### src/rtl/sram64_bus_bridge_pkg.sv
// Shared types for the SRAM-to-bus bridge: FSM states, captured request payload, alignment helper.
package sram64_bus_pkg;

  localparam int BUS_ALIGN  = 3;
  localparam int BUS_ADDR_W = 64;
  localparam int BUS_DATA_W = 64;
  localparam int BUS_STRB_W = BUS_DATA_W / 8;
  localparam int WDT_CNT_W  = 16;

  typedef enum logic [1:0] {
    IDLE = 2'd0,
    REQ  = 2'd1,
    RESP = 2'd2,
    DONE = 2'd3
  } bridge_state_e;

  typedef struct packed {
    logic [BUS_ADDR_W-1:0] addr;
    logic                  write;
    logic [BUS_STRB_W-1:0] wstrb;
    logic [BUS_DATA_W-1:0] wdata;
  } bus_req_t;

  // Lane selection lives in the byte strobes, so the bus only ever sees whole 8-byte words.
  function automatic logic [BUS_ADDR_W-1:0] align_addr(input logic [BUS_ADDR_W-1:0] a);
    return {a[BUS_ADDR_W-1:BUS_ALIGN], {BUS_ALIGN{1'b0}}};
  endfunction

endpackage

### src/rtl/sram64_bus_bridge_if.sv
// Valid/ready request + response bus between the bridge (master) and external memory (slave).
interface sram64_bus_bridge_if #(
  parameter int ADDR_W = 64
);

  logic              bus_req_valid;
  logic              bus_req_ready;
  logic [ADDR_W-1:0] bus_req_addr;
  logic              bus_req_write;
  logic [7:0]        bus_req_wstrb;
  logic [63:0]       bus_req_wdata;
  logic              bus_resp_valid;
  logic              bus_resp_ready;
  logic [63:0]       bus_resp_data;
  logic              bus_resp_err;

  modport master (
    output bus_req_valid,
    input  bus_req_ready,
    output bus_req_addr,
    output bus_req_write,
    output bus_req_wstrb,
    output bus_req_wdata,
    input  bus_resp_valid,
    output bus_resp_ready,
    input  bus_resp_data,
    input  bus_resp_err
  );

  modport slave (
    input  bus_req_valid,
    output bus_req_ready,
    input  bus_req_addr,
    input  bus_req_write,
    input  bus_req_wstrb,
    input  bus_req_wdata,
    output bus_resp_valid,
    input  bus_resp_ready,
    output bus_resp_data,
    output bus_resp_err
  );

endinterface

### src/rtl/sram64_bus_bridge_wdt.sv
// Bridge watchdog: counts enabled cycles since clear; expired_o is combinational once TIMEOUT_CYCLES
// enabled cycles have elapsed. clear_i wins over enable_i. Used only with SRAM64_BUS_BRIDGE_TIMEOUT_EN.
module sram64_bridge_wdt
  import sram64_bus_pkg::*;
#(
  parameter int unsigned TIMEOUT_CYCLES = 255
) (
  input  logic clk,
  input  logic rst_n,
  input  logic clear_i,
  input  logic enable_i,
  output logic expired_o
);

  logic [WDT_CNT_W-1:0] cnt_q;
  logic [WDT_CNT_W-1:0] cnt_d;

  assign expired_o = enable_i && (cnt_q == WDT_CNT_W'(TIMEOUT_CYCLES - 1));

  always_comb begin
    cnt_d = cnt_q;
    if (clear_i) begin
      cnt_d = '0;
    end else if (enable_i && !expired_o) begin
      cnt_d = cnt_q + WDT_CNT_W'(1);
    end
  end

  always_ff @(posedge clk or negedge rst_n) begin
    if (!rst_n) begin
      cnt_q <= '0;
    end else begin
      cnt_q <= cnt_d;
    end
  end

endmodule

### src/rtl/sram64_bus_bridge.sv
// Converts each SRAM-style MEM-stage access into one bus transaction; >=4 cycles (IDLE,REQ,RESP,DONE),
// stall held until DONE, each ready/resp wait adds a cycle. SRAM64_BUS_BRIDGE_TIMEOUT_EN adds a watchdog.
module sram64_bus_bridge
  import sram64_bus_pkg::*;
#(
  parameter int          ADDR_W         = 64,
  parameter int unsigned TIMEOUT_CYCLES = 255
) (
  input  logic                clk,
  input  logic                rst_n,
  input  logic                sram_en,
  input  logic [ADDR_W-1:0]   sram_addr,
  input  logic [7:0]          sram_wea,
  input  logic [63:0]         sram_dina,
  output logic [63:0]         sram_douta,
  output logic                stall,
  output logic                access_fault,
  sram64_bus_bridge_if.master bus
);

  bridge_state_e state_q;
  bridge_state_e state_d;
  bus_req_t      req_q;
  bus_req_t      req_d;
  logic [63:0]   douta_q;
  logic [63:0]   douta_d;
  logic          err_q;
  logic          err_d;
  logic          wdt_expired;

`ifdef SRAM64_BUS_BRIDGE_TIMEOUT_EN
  logic wdt_clear;
  logic wdt_en;

  // Restarting on the IDLE->REQ transition gives every transaction the full budget.
  assign wdt_clear = (state_q == IDLE) && sram_en;
  assign wdt_en    = (state_q == REQ) || (state_q == RESP);

  sram64_bridge_wdt #(
    .TIMEOUT_CYCLES (TIMEOUT_CYCLES)
  ) u_wdt (
    .clk       (clk),
    .rst_n     (rst_n),
    .clear_i   (wdt_clear),
    .enable_i  (wdt_en),
    .expired_o (wdt_expired)
  );
`else
  localparam int unsigned unused_timeout = TIMEOUT_CYCLES;
  assign wdt_expired = 1'b0;
`endif

  always_comb begin
    state_d = state_q;
    req_d   = req_q;
    douta_d = douta_q;
    err_d   = err_q;
    unique case (state_q)
      IDLE: begin
        if (sram_en) begin
          req_d.addr  = align_addr(BUS_ADDR_W'(sram_addr));
          req_d.write = |sram_wea;
          req_d.wstrb = sram_wea;
          req_d.wdata = sram_dina;
          err_d       = 1'b0;
          state_d     = REQ;
        end
      end
      REQ: begin
        if (bus.bus_req_ready) begin
          state_d = RESP;
        end else if (wdt_expired) begin
          if (!req_q.write) douta_d = '0;
          err_d   = 1'b1;
          state_d = DONE;
        end
      end
      RESP: begin
        // A real response in the expiry cycle still wins over the timeout.
        if (bus.bus_resp_valid) begin
          if (!req_q.write) douta_d = bus.bus_resp_data;
          err_d   = bus.bus_resp_err;
          state_d = DONE;
        end else if (wdt_expired) begin
          if (!req_q.write) douta_d = '0;
          err_d   = 1'b1;
          state_d = DONE;
        end
      end
      DONE: begin
        state_d = IDLE;
      end
      default: begin
        state_d = IDLE;
      end
    endcase
  end

  always_ff @(posedge clk or negedge rst_n) begin
    if (!rst_n) begin
      state_q <= IDLE;
      req_q   <= '0;
      douta_q <= '0;
      err_q   <= 1'b0;
    end else begin
      state_q <= state_d;
      req_q   <= req_d;
      douta_q <= douta_d;
      err_q   <= err_d;
    end
  end

  assign bus.bus_req_valid  = (state_q == REQ);
  assign bus.bus_req_addr   = req_q.addr[ADDR_W-1:0];
  assign bus.bus_req_write  = req_q.write;
  assign bus.bus_req_wstrb  = req_q.wstrb;
  assign bus.bus_req_wdata  = req_q.wdata;
  assign bus.bus_resp_ready = (state_q == RESP);

  // Stall rises in the same cycle as sram_en; gated by rst_n so it stays low through reset.
  assign stall        = rst_n && ((state_q == IDLE) ? sram_en : (state_q != DONE));
  assign access_fault = (state_q == DONE) && err_q;
  assign sram_douta   = douta_q;

endmodule

### src/flat_wrapper.sv
// flat-port wrapper written by rule: the top's interface ports become plain ports
module sram64_bus_bridge_flat import sram64_bus_pkg::*;
#(
  parameter int          ADDR_W         = 64,
  parameter int unsigned TIMEOUT_CYCLES = 255
)
  (clk, rst_n, sram_en, sram_addr, sram_wea, sram_dina, sram_douta, stall, access_fault, bus_bus_req_valid, bus_bus_req_ready, bus_bus_req_addr, bus_bus_req_write, bus_bus_req_wstrb, bus_bus_req_wdata, bus_bus_resp_valid, bus_bus_resp_ready, bus_bus_resp_data, bus_bus_resp_err);
  sram64_bus_bridge_if #(.ADDR_W(ADDR_W)) bus_i ();
  input  logic clk;
  input  logic rst_n;
  input  logic sram_en;
  input  logic [ADDR_W-1:0] sram_addr;
  input  logic [7:0] sram_wea;
  input  logic [63:0] sram_dina;
  output logic [63:0] sram_douta;
  output logic stall;
  output logic access_fault;
  output wire logic [$bits(bus_i.bus_req_valid)-1:0] bus_bus_req_valid;
  input wire logic [$bits(bus_i.bus_req_ready)-1:0] bus_bus_req_ready;
  output wire logic [$bits(bus_i.bus_req_addr)-1:0] bus_bus_req_addr;
  output wire logic [$bits(bus_i.bus_req_write)-1:0] bus_bus_req_write;
  output wire logic [$bits(bus_i.bus_req_wstrb)-1:0] bus_bus_req_wstrb;
  output wire logic [$bits(bus_i.bus_req_wdata)-1:0] bus_bus_req_wdata;
  input wire logic [$bits(bus_i.bus_resp_valid)-1:0] bus_bus_resp_valid;
  output wire logic [$bits(bus_i.bus_resp_ready)-1:0] bus_bus_resp_ready;
  input wire logic [$bits(bus_i.bus_resp_data)-1:0] bus_bus_resp_data;
  input wire logic [$bits(bus_i.bus_resp_err)-1:0] bus_bus_resp_err;
  assign bus_bus_req_valid = bus_i.bus_req_valid;
  assign bus_i.bus_req_ready = bus_bus_req_ready;
  assign bus_bus_req_addr = bus_i.bus_req_addr;
  assign bus_bus_req_write = bus_i.bus_req_write;
  assign bus_bus_req_wstrb = bus_i.bus_req_wstrb;
  assign bus_bus_req_wdata = bus_i.bus_req_wdata;
  assign bus_i.bus_resp_valid = bus_bus_resp_valid;
  assign bus_bus_resp_ready = bus_i.bus_resp_ready;
  assign bus_i.bus_resp_data = bus_bus_resp_data;
  assign bus_i.bus_resp_err = bus_bus_resp_err;
  sram64_bus_bridge #(.ADDR_W(ADDR_W), .TIMEOUT_CYCLES(TIMEOUT_CYCLES)) u_core (.clk(clk), .rst_n(rst_n), .sram_en(sram_en), .sram_addr(sram_addr), .sram_wea(sram_wea), .sram_dina(sram_dina), .sram_douta(sram_douta), .stall(stall), .access_fault(access_fault), .bus(bus_i));
endmodule
### config.mk
export PLATFORM = sky130hd
export DESIGN_NAME = sram64_bus_bridge_flat
export DESIGN_NICKNAME = d
export VERILOG_FILES = /design/src/rtl/sram64_bus_bridge_pkg.sv /design/src/rtl/sram64_bus_bridge_if.sv /design/src/rtl/sram64_bus_bridge_wdt.sv /design/src/rtl/sram64_bus_bridge.sv /design/src/flat_wrapper.sv
export SDC_FILE = /design/constraint.sdc
export NUM_CORES = 1
export LEC_CHECK = 0
export ABC_AREA = 0
export CELL_PAD_IN_SITES_DETAIL_PLACEMENT = 1
export CELL_PAD_IN_SITES_GLOBAL_PLACEMENT = 1
export CORE_ASPECT_RATIO = 0.5
export CORE_MARGIN = 5
export CORE_UTILIZATION = 33
export DETAILED_ROUTE_END_ITERATION = 8
export HOLD_SLACK_MARGIN = 0.05
export PLACE_DENSITY = 0.83
export SYNTH_ARGS = -nofsm -noshare
export SYNTH_HDL_FRONTEND = slang
export SYNTH_SLANG_ARGS = --single-unit
### constraint.sdc
create_clock -name clk -period 3.81 [get_ports clk]
set_input_delay 0.5715 -clock clk [delete_from_list [all_inputs] [get_ports clk]]
set_output_delay 0.5715 -clock clk [all_outputs]
set_load 0.01 [all_outputs]
-- Word-level counts from Yosys, hierarchy flattened
Cells that the tools add are included.
- eq/ne operators: 7
- $mul: 0
- multiplexer cells: 8
- magnitude comparators: 0
- bitwise logic cells: 1
- div/mod/pow operators: 0
- $add $sub $neg: 0
- reductions and logical operators: 9
- shifts and indexed selects: 0
- operators with widths (kind ; count):
    3-bit AND reduction ; 3
    2-bit case mux with 4 select lines ; 1
    8-bit OR reduction ; 1
    2-bit 2-to-1 mux ; 3
    2-bit inequality test, second input constant ; 3
    2-bit equality test, second input constant ; 2
    1-bit 2-to-1 mux ; 3
    2-bit by 1-bit equality test with 1-bit output, second input constant ; 1
    1-bit logical AND ; 2
    2-bit zero test ; 1
    2-bit by 1-bit inequality test with 1-bit output, second input constant ; 1
    1-bit case mux with 2 select lines ; 1
    2-bit AND reduction ; 1
    2-bit nonzero test ; 1
    1-bit NOT ; 1
- register bits: 201
- input port bits: 206
- memories: 0
- RAM bits: 0
- bits in latches: 0
- word-level logic and storage cells: 32
- bits in read-only memories: 0
- output and inout bits: 205

-- Logic depth before layout (Yosys ltp)
- word-level depth: 3
- mapped depth: 7
- depth with buffers taken out: 5

-- Least setup slack after synthesis
Ideal clock, no wire load.
- path type: flip-flop to flip-flop
- start: reg u_core.state_q[0]
- end: reg u_core.douta_q[10], in the netlist u_core.sram_douta[10]
- buffers on the path: 2
- data arrival time: 1.558 ns
- data required time: 3.685 ns
- setup time: 0.125 ns
- cell stages (with the launch flop): 7
- clock period less this slack: 1.682 ns
- path slack: 2.128 ns
- cells stage by stage: dfrtp_1 inv_1 ha_1 nand3b_1 buf_2 buf_2 mux2_2
- word-level cells in the longest chain between the ends: 2
- ends and longest elaborated chain (what ; RTL line ; text):
    start: declaration ; sram64_bus_bridge.sv:21 ; bridge_state_e state_q;
    start signal: assignment ; sram64_bus_bridge.sv:106 ; state_q <= state_d;
    2-bit equality test ; -- ;
    named net bus_bus_resp_ready ; flat_wrapper.sv:25 ; output wire logic [$bits(bus_i.bus_resp_ready)-1:0] bus_bus_resp_ready;
    3-bit AND reduction (no line) ; -- ;
    end signal: assignment ; sram64_bus_bridge.sv:108 ; douta_q <= douta_d;
    end: declaration ; sram64_bus_bridge.sv:25 ; logic [63:0] douta_q;
The timed path passes the listed nets, and every way through them passes these cells.
A chain may end at the register's enable or synchronous reset.

-- Worst setup path in the final report
- start: in rst_n
- end: out stall
- word-level cells in the longest chain between the ends: 1
- ends and longest elaborated chain (what ; RTL line ; text):
    start: declaration ; flat_wrapper.sv:10 ; input logic rst_n;
    1-bit logical AND ; sram64_bus_bridge.sv:121 ; assign stall = rst_n && ((state_q == IDLE) ? sram_en : (state_q != DONE));
    end: declaration ; flat_wrapper.sv:16 ; output logic stall;
Every way passes these cells.

==> metrics.yaml <==
power_and_ir_drop:
  leakage_nw: 5.33
  combinationalPowerShare: 0.443
  seqPwrFrac: 0.347
  switchingPower_w: 0.00331
  swShare: 0.302
  ir_drop_mv: 0.339
  internal-power_w: 0.00765
  clkPwrFrac: 0.210
  power.density_mw_per_mm2: 861
global_route:
  grt_pass1_wl_mm: 38.6
  grtUsageTotal: 0.189
  overflow: 0
  antenna_found_initial: 0
  grt_pass1_vias: 6141
  grt_max_degree: 155
detailed_routing:
  drtPass1Iterations: 4
  vias: 5361
  via_per_inst: 4.54
  finalWirelength_mm: 25.7
  drc_errors: 0
  drtAntennaViolNets: 0
  detail_route.wl_per_cell_um: 21.8
  drt_iter0_markers: 168
clock_tree:
  tritoncts: "yes"
  cts_buffers: 20
  clk_pin_slew_ns: 0.06
  clk_latency_ns: 0.51
  clock-sinks: 201
  htree_levels: 1
  root_buffer: "clkbuf_16"
  clk_path_buf_depth: 3
  cts_setup_buffers: 0
worst_setup_path:
  critical_path_arrival_ns: 2.51
  cp-endpoint: "stall"
  slowest_stage: "clkdlybuf4s50_1"
  rr_endpoint: "u_core.bus.bus_req_wdata[62]$_DFFE_PN0P_"
  cp.depth: 4
  worstPathMaxFanout: 49
  critical_path.top_delay_family: "buffers and inverters"
  critPathKind: "input pin to primary output"
  crit_chain: "dlygate4sd3_1, clkbuf_8, nor3b_1, clkdlybuf4s50_1"
  reg2regPathDepth: 4
  end_kind: "primary output"
  required_ns: 3.24
  timing.rr.start: "u_core.state_q[0]$_DFFE_PN0P_"
  crit_buf_inv: 3
  slowest_delay_ns: 0.65
  worstSetupStartpoint: "rst_n"
  startpoint_type: "input pin"
  ff2ff_setup_slack_ns: 1.52
sta:
  slew_headroom: 0.279
  fin_crit_ns: 3.08
  worstMarginPinSlew_ns: 1.08
  setup_violations: 0
  clock.fmax_mhz: 325
  slew_viol_final: 0
  hold_viol: 0
  setup_tns_ns: 0
  min_period_over_period: 0.807
  fin_hold_ws_ns: 0.490
  finClkSkew_ns: 0.0191
  rsz0062_at_grt: "no"
  fin_ws_ns: 0.733
synth:
  synthCells: 452
  syn_area_per_cell_um2: 16.9
  synth_warnings: 0
  synth_cell_types: 24
  synth_edf_count: 0
  seq_area_frac_synth: 0.659
  ys_ff_latch: 201
  async_flop_share: 1.00
  ys.flop_type: "dfrtp_1"
  synth_area_mm2: 0.00763
floorplan:
  dieArea_mm2: 0.0265
  die_h_um: 118
  io_pins: 411
  num_rows: 39
  fp.dieW_um: 225
  core-area_mm2: 0.0228
  initial_utilization: 0.335
hold_path:
  hp-class: "register to register"
  hold_depth: 1
flow_run:
  maxCapViolCount: 0
layout:
  final_cell_mix: "clkdlybuf4s50_1, dfrtp_1, mux2_2"
  drive_gt1_frac: 0.216
  mostFrequentLayoutCell: "clkdlybuf4s50_1"
  area_growth_pct: 66.8
  layout.nets: 1070
  n_antenna_cell: 0
  fill_cells: 2208
placed_design:
  post-dp-hpwl_mm: 19.3
  gp_congestion: 0.805
  dp_slack_ns: 0.951
  port_buffers: 404
status:
  status: "completed"
==> metrics by stage <==
| step | utilization | instances | power, W | area (um2) |
|---|---|---|---|---|
| after floorplan | - | 454 | 0.00575 | 7640 |
| after global placement | 0.525 | 1143 | 0.00855 | 12000 |
| final | 0.559 | 1180 | 0.0110 | 12700 |
| after CTS | 0.559 | 1180 | 0.0111 | 12700 |
| after detailed placement | 0.525 | 1143 | 0.00877 | 12000 |
| after global routing | 0.559 | 1180 | 0.0115 | 12700 |
==> state kept, by name, indices dropped and copies added, names as in the netlist <==
register / flops
u_core.bus.bus_req_wdata: 64
u_core.bus.bus_req_write: 1
u_core.sram_douta: 64
u_core.state_q: 2
u_core.err_q: 1
u_core.bus.bus_req_wstrb: 8
u_core.bus.bus_req_addr: 61
==> layer usage <==
layer,up-vias,global-route usage,share of wire
met5,-,0,0
li1,2389,-,-
met1,2836,0.203,0.36
met4,0,0.0397,0.022
met3,36,0.0321,0.031
met2,100,0.382,0.59
==> power by group through the flow <==
| stage | Combinational (W) | Sequential, W | Clock (W) |
|---|---|---|---|
| 2_1_floorplan | 0.00146 | 0.00429 | 0 |
| 3_3_place_gp | 0.00480 | 0.00375 | 0 |
| 3_5_place_dp | 0.00492 | 0.00384 | 0 |
| 4_1_cts | 0.00496 | 0.00382 | 0.00236 |
| 5_1_grt | 0.00514 | 0.00394 | 0.00246 |
| 6_report | 0.00485 | 0.00381 | 0.00230 |
==> synthesized netlist by cell type (all sizes together), types with 2 or more instances <==
master | number | area [um2]
mux2 | 198 | 2230
nor2b | 4 | 25.0
ha | 5 | 62.6
buf | 24 | 161
nor4 | 2 | 12.5
inv | 4 | 15.0
dfrtp | 201 | 5030
==> area by class of cell <==
cell class / instances / area [um2] / share of cell area
clock inverters: 12 / 224 / 0.0176
well taps: 307 / 384 / 0.0302
clock buffers: 24 / 536 / 0.0421
repair buffers: 407 / 4100 / 0.322
multi-input cells: 225 / 2450 / 0.192
flip-flops and latches: 201 / 5030 / 0.395
inverters: 4 / 15.0 / 0.00118
==> kinds of logic (layout without fill, tap and decap cells) <==
family,count (synthesis),after routing,share of synthesized area
buffers and inverters,28,447,0.0231
other,1,3,0.000491
adder cells (fa/ha/maj),5,5,0.00820
multiplexers,199,199,0.293
AND/OR/NAND/NOR,12,12,0.00984
AO/OA/AOI/OAI,6,6,0.00606
flip-flops,201,201,0.659
==> worst min-delay path by stage <==
stage | from | end | slack [ns]
5_1_grt | u_core.bus.bus_req_wdata[10]$_DFFE_PN0P_ | u_core.bus.bus_req_wdata[10]$_DFFE_PN0P_ | 0.50
6_report | u_core.bus.bus_req_wdata[31]$_DFFE_PN0P_ | u_core.bus.bus_req_wdata[31]$_DFFE_PN0P_ | 0.49
3_5_place_dp | u_core.bus.bus_req_wdata[25]$_DFFE_PN0P_ | u_core.bus.bus_req_wdata[25]$_DFFE_PN0P_ | 0.48
4_1_cts | u_core.bus.bus_req_wdata[31]$_DFFE_PN0P_ | u_core.bus.bus_req_wdata[31]$_DFFE_PN0P_ | 0.49
3_3_place_gp | u_core.bus.bus_req_wdata[22]$_DFFE_PN0P_ | u_core.bus.bus_req_wdata[22]$_DFFE_PN0P_ | 0.47
2_1_floorplan | rst_n | u_core.bus.bus_req_addr[10]$_DFFE_PN0P_ | 0.28
==> repair_timing <==
| action | CTS | global route |
|---|---|---|
| endpoints found under the hold margin | 47 | 0 |
| resized for setup | 0 | 0 |
| hold buffers | 1 | 0 |
No activity file was read; power rests on OpenSTA's default activity.
